===== config.mk =====
export PLATFORM = sky130hd
export DESIGN_NAME = program_sequencer
export DESIGN_NICKNAME = d
export VERILOG_FILES = /design/src/rtl/proc_defs.sv /design/src/rtl/prog_counter.sv /design/src/rtl/program_sequencer.sv
export SDC_FILE = /design/constraint.sdc
export NUM_CORES = 1
export LEC_CHECK = 0
export CORE_MARGIN = 2
export CORE_UTILIZATION = 30
export CTS_CLUSTER_DIAMETER = 200
export DETAILED_ROUTE_END_ITERATION = 8
export GPL_TIMING_DRIVEN = 0
export PLACE_DENSITY = 0.6
export SLEW_MARGIN = 20
export SYNTH_ARGS = -nofsm -noshare
export SYNTH_HDL_FRONTEND = slang
export SYNTH_SLANG_ARGS = --single-unit

===== constraint.sdc =====
create_clock -name clk -period 3.2 [get_ports clk]
set_input_delay 0.64 -clock clk [delete_from_list [all_inputs] [get_ports clk]]
set_output_delay 0.64 -clock clk [all_outputs]
set_load 0.05 [all_outputs]

===== src/rtl/proc_defs.sv =====
// Shared opcode, register-file source and sequencer state definitions
// for the 16-bit processor.
package proc_defs;

  localparam logic [3:0] OP_NOP   = 4'd0;
  localparam logic [3:0] OP_ADD   = 4'd1;
  localparam logic [3:0] OP_SUB   = 4'd2;
  localparam logic [3:0] OP_AND   = 4'd3;
  localparam logic [3:0] OP_OR    = 4'd4;
  localparam logic [3:0] OP_XOR   = 4'd5;
  localparam logic [3:0] OP_NOT   = 4'd6;
  localparam logic [3:0] OP_CLEAR = 4'd7;
  localparam logic [3:0] OP_MOVE  = 4'd8;
  localparam logic [3:0] OP_LOAD  = 4'd9;
  localparam logic [3:0] OP_STORE = 4'd10;
  localparam logic [3:0] OP_PRINT = 4'd11;
  localparam logic [3:0] OP_JMP   = 4'd12;

  localparam logic [1:0] SRC_ALU = 2'd0;
  localparam logic [1:0] SRC_IMM = 2'd1;
  localparam logic [1:0] SRC_RAM = 2'd2;

  typedef enum logic [2:0] {
    ST_IDLE  = 3'd0,
    ST_FETCH = 3'd1,
    ST_WAIT  = 3'd2,
    ST_EXEC  = 3'd3,
    ST_MEM   = 3'd4,
    ST_HALT  = 3'd5
  } state_t;

  function automatic logic op_illegal(input logic [3:0] op);
    return op > OP_JMP;
  endfunction

endpackage


===== src/rtl/prog_counter.sv =====
// Program counter: async reset to zero, JMP load has priority over increment,
// increment wraps modulo 2^PC_W.
module prog_counter #(
  parameter int PC_W = 8
) (
  input  logic            clk,
  input  logic            reset,
  input  logic            inc,
  input  logic            load,
  input  logic [PC_W-1:0] load_val,
  output logic [PC_W-1:0] pc
);

  always_ff @(posedge clk or posedge reset) begin
    if (reset) begin
      pc <= '0;
    end else if (load) begin
      pc <= load_val;
    end else if (inc) begin
      pc <= pc + PC_W'(1);
    end
  end

endmodule


===== src/rtl/program_sequencer.sv =====
// Fetch/decode/execute controller: owns the pc, latches instructions and issues
// one-cycle datapath strobes. Define SINGLE_STEP_EN to add the step port.
module program_sequencer
  import proc_defs::*;
#(
  parameter int PC_W    = 8,
  parameter int INSTR_W = 16
) (
  input  logic               clk,
  input  logic               reset,
  input  logic               run,
  input  logic [INSTR_W-1:0] instr,
`ifdef SINGLE_STEP_EN
  input  logic               step,
`endif
  output logic [PC_W-1:0]    addr_p,
  output logic [INSTR_W-1:0] ir,
  output logic [3:0]         alu_op,
  output logic [3:0]         reg_sel,
  output logic [7:0]         imm,
  output logic [1:0]         src_sel,
  output logic               rf_we,
  output logic               ram_we,
  output logic [7:0]         ram_addr,
  output logic               print_en,
  output logic               halted
);

  state_t          state;
  state_t          boundary_state;
  logic            start_ok;
  logic [3:0]      fetched_op;
  logic [3:0]      ir_op;
  logic            pc_inc;
  logic            pc_load;
  logic [PC_W-1:0] pc;

  assign fetched_op = instr[15:12];
  assign ir_op      = ir[15:12];

`ifdef SINGLE_STEP_EN
  assign start_ok       = run & step;
  assign boundary_state = ST_IDLE;
`else
  assign start_ok       = run;
  assign boundary_state = run ? ST_FETCH : ST_IDLE;
`endif

  // pc moves only on the EXEC exit edge; an illegal opcode leaves it frozen
  assign pc_load = (state == ST_EXEC) && (ir_op == OP_JMP);
  assign pc_inc  = (state == ST_EXEC) && !op_illegal(ir_op) && (ir_op != OP_JMP);

  prog_counter #(.PC_W(PC_W)) u_pc (
    .clk      (clk),
    .reset    (reset),
    .inc      (pc_inc),
    .load     (pc_load),
    .load_val (PC_W'(ir[7:0])),
    .pc       (pc)
  );

  assign addr_p   = pc;
  assign alu_op   = ir_op;
  assign reg_sel  = ir[11:8];
  assign imm      = ir[7:0];
  assign ram_addr = ir[7:0];

  // Strobes are decoded from the ROM word on the WAIT exit edge so they are
  // registered and line up exactly with the EXEC cycle.
  always_ff @(posedge clk or posedge reset) begin
    if (reset) begin
      state    <= ST_IDLE;
      ir       <= '0;
      rf_we    <= 1'b0;
      ram_we   <= 1'b0;
      print_en <= 1'b0;
      src_sel  <= SRC_ALU;
      halted   <= 1'b0;
    end else begin
      rf_we    <= 1'b0;
      ram_we   <= 1'b0;
      print_en <= 1'b0;
      src_sel  <= SRC_ALU;
      case (state)
        ST_IDLE: begin
          if (start_ok) state <= ST_FETCH;
        end
        ST_FETCH: begin
          state <= ST_WAIT;
        end
        ST_WAIT: begin
          ir    <= instr;
          state <= ST_EXEC;
          case (fetched_op) inside
            [OP_ADD:OP_CLEAR]: rf_we <= 1'b1;
            OP_MOVE: begin
              rf_we   <= 1'b1;
              src_sel <= SRC_IMM;
            end
            OP_STORE: ram_we   <= 1'b1;
            OP_PRINT: print_en <= 1'b1;
            default: ;
          endcase
        end
        ST_EXEC: begin
          if (op_illegal(ir_op)) begin
            state  <= ST_HALT;
            halted <= 1'b1;
          end else if (ir_op == OP_LOAD) begin
            state   <= ST_MEM;
            rf_we   <= 1'b1;
            src_sel <= SRC_RAM;
          end else begin
            state <= boundary_state;
          end
        end
        ST_MEM: begin
          state <= boundary_state;
        end
        ST_HALT: begin
          state <= ST_HALT;
        end
        default: begin
          state <= ST_IDLE;
        end
      endcase
    end
  end

endmodule


Word-level counts from Yosys, hierarchy flattened
Index checks and enable logic that the tools add are counted.
{"block": "word_totals", "register_bits": 33, "input_bits": 19, "output_inout_bits": 54, "word_cells": 58}
{"block": "classes", "add_sub_neg": 1, "magnitude_cmp": 3, "eq_ne": 12, "n_mux": 26, "n_reduce_logical": 8}
{"op": "$eq 4x4->1 const B", "n": 5}
{"op": "$pmux 3 s6", "n": 1}
{"op": "$mux 1", "n": 16}
{"op": "$mux 8", "n": 2}
{"op": "$mux 3", "n": 3}
{"op": "$add 8x1->8 const B", "n": 1}
{"op": "$eq 3x2->1 const B", "n": 2}
{"op": "$eq 3x3->1 const B", "n": 2}
{"op": "$ge 4x1->1 const B", "n": 1}
{"op": "$gt 4x4->1 const B", "n": 1}
{"op": "$le 4x3->1 const B", "n": 1}
{"op": "$logic_and 1x1->1", "n": 4}
{"op": "$mux 2", "n": 2}
{"op": "$ne 4x4->1 const B", "n": 1}
{"op": "$pmux 2 s2", "n": 1}
{"op": "$eq 3x1->1 const B", "n": 1}
{"op": "$logic_not 3->1", "n": 1}
{"op": "$ne 2x2->1 const B", "n": 1}
{"op": "$pmux 1 s2", "n": 1}
{"op": "$reduce_and 2->1", "n": 1}
{"op": "$reduce_bool 2->1", "n": 1}
{"op": "$logic_not 1->1", "n": 1}

Depth between registers and ports, before layout
{"block": "logic_depth", "depth_word": 6, "depth_mapped": 6, "ltp_nobuf": 4}

By module
Synthesis repeated with hierarchy kept, for this count alone.
{"block": "unflattened", "hier_cells": 146, "hier_area_um2": 1640.3}
{"module": "program_sequencer", "instances": 1, "cells_each": 96, "area_each_um2": 1194.9, "seq_area_each_um2": 625.6}
{"module": "prog_counter", "instances": 1, "cells_each": 50, "area_each_um2": 445.4, "seq_area_each_um2": 200.2}

Worst setup path before layout
OpenSTA, ideal clock, no wires.
{"block": "synth_path", "kind": "register to register", "startpoint": "register ir[14]", "endpoint": "register u_pc.pc[6]", "setup_time_ns": 0.132, "t_arrival_ns": 1.687, "required_ns": 3.068, "slack_ns": 1.381, "path_stages_with_launch": 6, "n_path_buf": 1, "synth_period_minus_slack_ns": 1.819, "cell_sequence": "dfrtp_1 nand2_1 or3_1 clkbuf_2 o22ai_1 a2bb2oi_1"}
{"block": "synth_via", "elab_chain_len": 5, "word_cells_on_any_way": 9, "classes_between": "order compare (1); eq/ne (2); mux (1); reduce/logical (5)"}
{"item": "from (decl)", "line": "program_sequencer.sv:17", "source": "output logic [INSTR_W-1:0] ir,"}
{"item": "from (signal assigned)", "line": "program_sequencer.sv:92", "source": "ir <= instr;"}
{"item": "$gt 4x4->1", "line": "proc_defs.sv:33", "source": "return op > OP_JMP;"}
{"item": "$logic_not 1->1", "line": "program_sequencer.sv:51", "source": "assign pc_inc = (state == ST_EXEC) && !op_illegal(ir_op) && (ir_op != OP_JMP);"}
{"item": "$logic_and 1x1->1 (2 in a row)", "line": "program_sequencer.sv:51"}
{"item": "$reduce_bool 2->1 (no source line)"}
{"item": "to (signal assigned)", "line": "prog_counter.sv:18", "source": "pc <= load_val;"}
{"item": "to (signal assigned)", "line": "prog_counter.sv:20", "source": "pc <= pc + PC_W'(1);"}
{"item": "to (decl)", "line": "prog_counter.sv:11", "source": "output logic [PC_W-1:0] pc"}
Several ways; a longest one is shown, not always the timed one.
A chain may end at the register's enable or synchronous reset.

Worst setup path after layout
{"block": "layout_path", "startpoint": "register ir[12]", "endpoint": "output ir[12]"}
No word-level cell between the ends.

==> results.py <==
metrics = {
    "yosys": {
        "avgSynthCellArea_sq_um": 11.3,
        "synth.area.top_cells": "dfrtp_1, buf_4, mux2_2, a21oi_1, a2bb2oi_1",
        "yosysTopAreaCell": "dfrtp_1",
        "ys_ff_latch": 33,
        "syn_area_sq_um": 1700,
        "syn_nets": 170,
        "ys_types": 39,
        "netlist.area_leader.share": 0.486,
        "yosysSeqAreaShare": 0.486,
        "yosysWarnings": 0,
        "postSynthCellCount": 150,
    },
    "cts": {
        "root_buffer": "clkbuf_8",
        "cts.path.max_buffers": 2,
        "htreeDepth": 2,
        "cts_resized": 0,
        "cts_hold_buf": 0,
        "clock_latency_ns": 0.28,
        "cts_sinks": 33,
        "postCtsSetupRepairBufs": 0,
        "cts_tree": "done",
        "clk_pin_slew_worst_paths_ns": 0.06,
        "cts_buffers": 5,
    },
    "layout": {
        "nNetsFinal": 249,
        "final_common_cell": "clkdlybuf4s50_1",
        "finalNonFillerCells": 302,
        "n_antenna_cell": 0,
        "layout_common_cells": "clkdlybuf4s50_1, dfrtp_1, buf_4",
        "drive_above_1_share": 0.243,
        "areaGrowthSynthToFinish_pct": 53.7,
    },
    "sta": {
        "rsz0062_at_grt": "no",
        "slew_headroom": 0.548,
        "setup_slack_ns": 0.871,
        "period_share": 0.728,
        "tns_ns": 0,
        "min_period_ns": 2.33,
        "skew_ns": 0.00397,
        "setup_viol": 0,
        "hold_viol": 0,
        "fmax_ghz": 0.429,
        "tightest_slew_ns": 0.677,
        "slew_violations": 0,
    },
    "global_route": {
        "grt_antenna_before_repair": 0,
        "grt.total_usage": 0.125,
        "grt_max_degree": 34,
        "grt_pass1_wl_um": 6150,
        "grt-ovfl-total": 0,
        "grt_pass1_vias": 1243,
    },
    "die": {
        "start_util": 0.310,
        "fp-row-count": 27,
        "core_sq_um": 5470,
        "dieArea_sq_um": 6280,
        "dieWidth_um": 79.3,
        "die_h_um": 79.3,
        "pin_count": 73,
    },
    "drt": {
        "wl_per_cell_um": 12.3,
        "post-route-drc-count": 0,
        "drt_wl_total_um": 3710,
        "drtAntennaViolNets": 0,
        "vias_per_cell": 4.59,
        "dr.pass1.iters": 4,
        "drtIter0Drc": 85,
        "vias": 1385,
    },
    "worst_setup_path": {
        "critPathKind": "reg2out",
        "slowest_delay_ns": 0.79,
        "arrival_ns": 1.69,
        "worstPathRequired_ns": 2.56,
        "cp_top_family": "buffers and inverters",
        "worstPathMaxFanout": 8,
        "worstSetupStartpointType": "flop",
        "path_buf_inv": 2,
        "end_kind": "output port",
        "slowest_stage": "clkdlybuf4s50_1",
        "crit_chain": "buf_4, clkdlybuf4s50_1",
    },
    "placed_design": {
        "gp_congestion": 0.768,
        "dp.cells": 294,
        "io_buffers": 72,
        "dp_hpwl_um": 2750,
        "pre_cts_ws_ns": 1.17,
    },
    "outcome": {
        "status": "completed",
    },
    "worst_hold_path": {
        "min_path_type": "reg2reg",
    },
    "job": {
        "drv_cap": 0,
    },
}
==> path summary, 6_finish.rpt <==
check	end	cells after the start	slack [ns]	from
worst max-delay path	ir[12]	2	0.87	ir[12]
worst min-delay path	halted	1	0.49	halted
worst max register to register	u_pc.pc[7]	4	1.50	ir[14]
worst min register to register	halted	1	0.49	halted
max in group asynchronous	state[2]	2	1.97	reset
min in group asynchronous	ir[9]	2	0.79	reset
==> state kept, by name, summed over array words and instances (netlist names) <==
register	cells
src_sel	2
ram_we	1
state	3
u_pc.pc	8
print_en	1
ir	16
rf_we	1
halted	1
==> cell usage after synthesis (all sizes together) <==
| cell type | number |
|---|---|
| o21bai | 1 |
| xnor2 | 2 |
| nor3 | 5 |
| o22ai | 5 |
| and3 | 2 |
| o211ai | 1 |
| dfrtp | 33 |
| mux2i | 1 |
| a211oi | 1 |
| nor3b | 2 |
| o311ai | 1 |
| a22o | 1 |
| clkbuf | 2 |
| mux2 | 16 |
| or4bb | 1 |
| and2 | 1 |
| nand2b | 1 |
| a2bb2oi | 5 |
| inv | 4 |
| or4 | 1 |
| nand3 | 2 |
| and3b | 2 |
| nand2 | 7 |
| nand3b | 1 |
| a21o | 1 |
| o21a | 1 |
| a21oi | 9 |
| or3 | 1 |
| o21ai | 3 |
| nor2b | 1 |
| nor2 | 4 |
| buf | 27 |
| ha | 1 |
| nand4 | 4 |
==> cells by family after synthesis <==
logic type,share of synthesized area
multiplexers,0.112
adder cells (fa/ha/maj),0.00736
AO/OA/AOI/OAI,0.112
AND/OR/NAND/NOR,0.135
buffers and inverters,0.138
XOR/XNOR,0.0103
flip-flops,0.486
==> metrics by stage <==
stage / cell area [sq um] / hold slack (ns) / utilization
6_report: 2610 / 0.490 / 0.477
5_1_grt: 2610 / 0.517 / 0.477
4_1_cts: 2610 / 0.497 / 0.477
3_5_place_dp: 2510 / 0.479 / 0.459
3_3_place_gp: 2510 / 0.469 / 0.459
2_1_floorplan: 1700 / 0.518 / -
==> routing by layer <==
metal,part of all wire,vias to the layer above,track usage
met3,0.069,4,0.0398
met5,0,-,0
met1,0.43,662,0.158
met2,0.50,42,0.203
met4,0.0084,0,0.0414
li1,-,677,-
==> final cells by class <==
class                           count  area, sq um
Buffer                             29          219
Clock buffer                        7         96.3
Clock inverter                      1         5.00
Fill cell                         534         2860
Inverter                            4         15.0
Multi-Input combinational cell     84          639
Sequential cell                    33          826
Tap cell                           72         90.1
Timing Repair Buffer               72          721
Power is not shown: default switching activity piles up to over one toggle a cycle in this logic, so the estimate is an artifact.
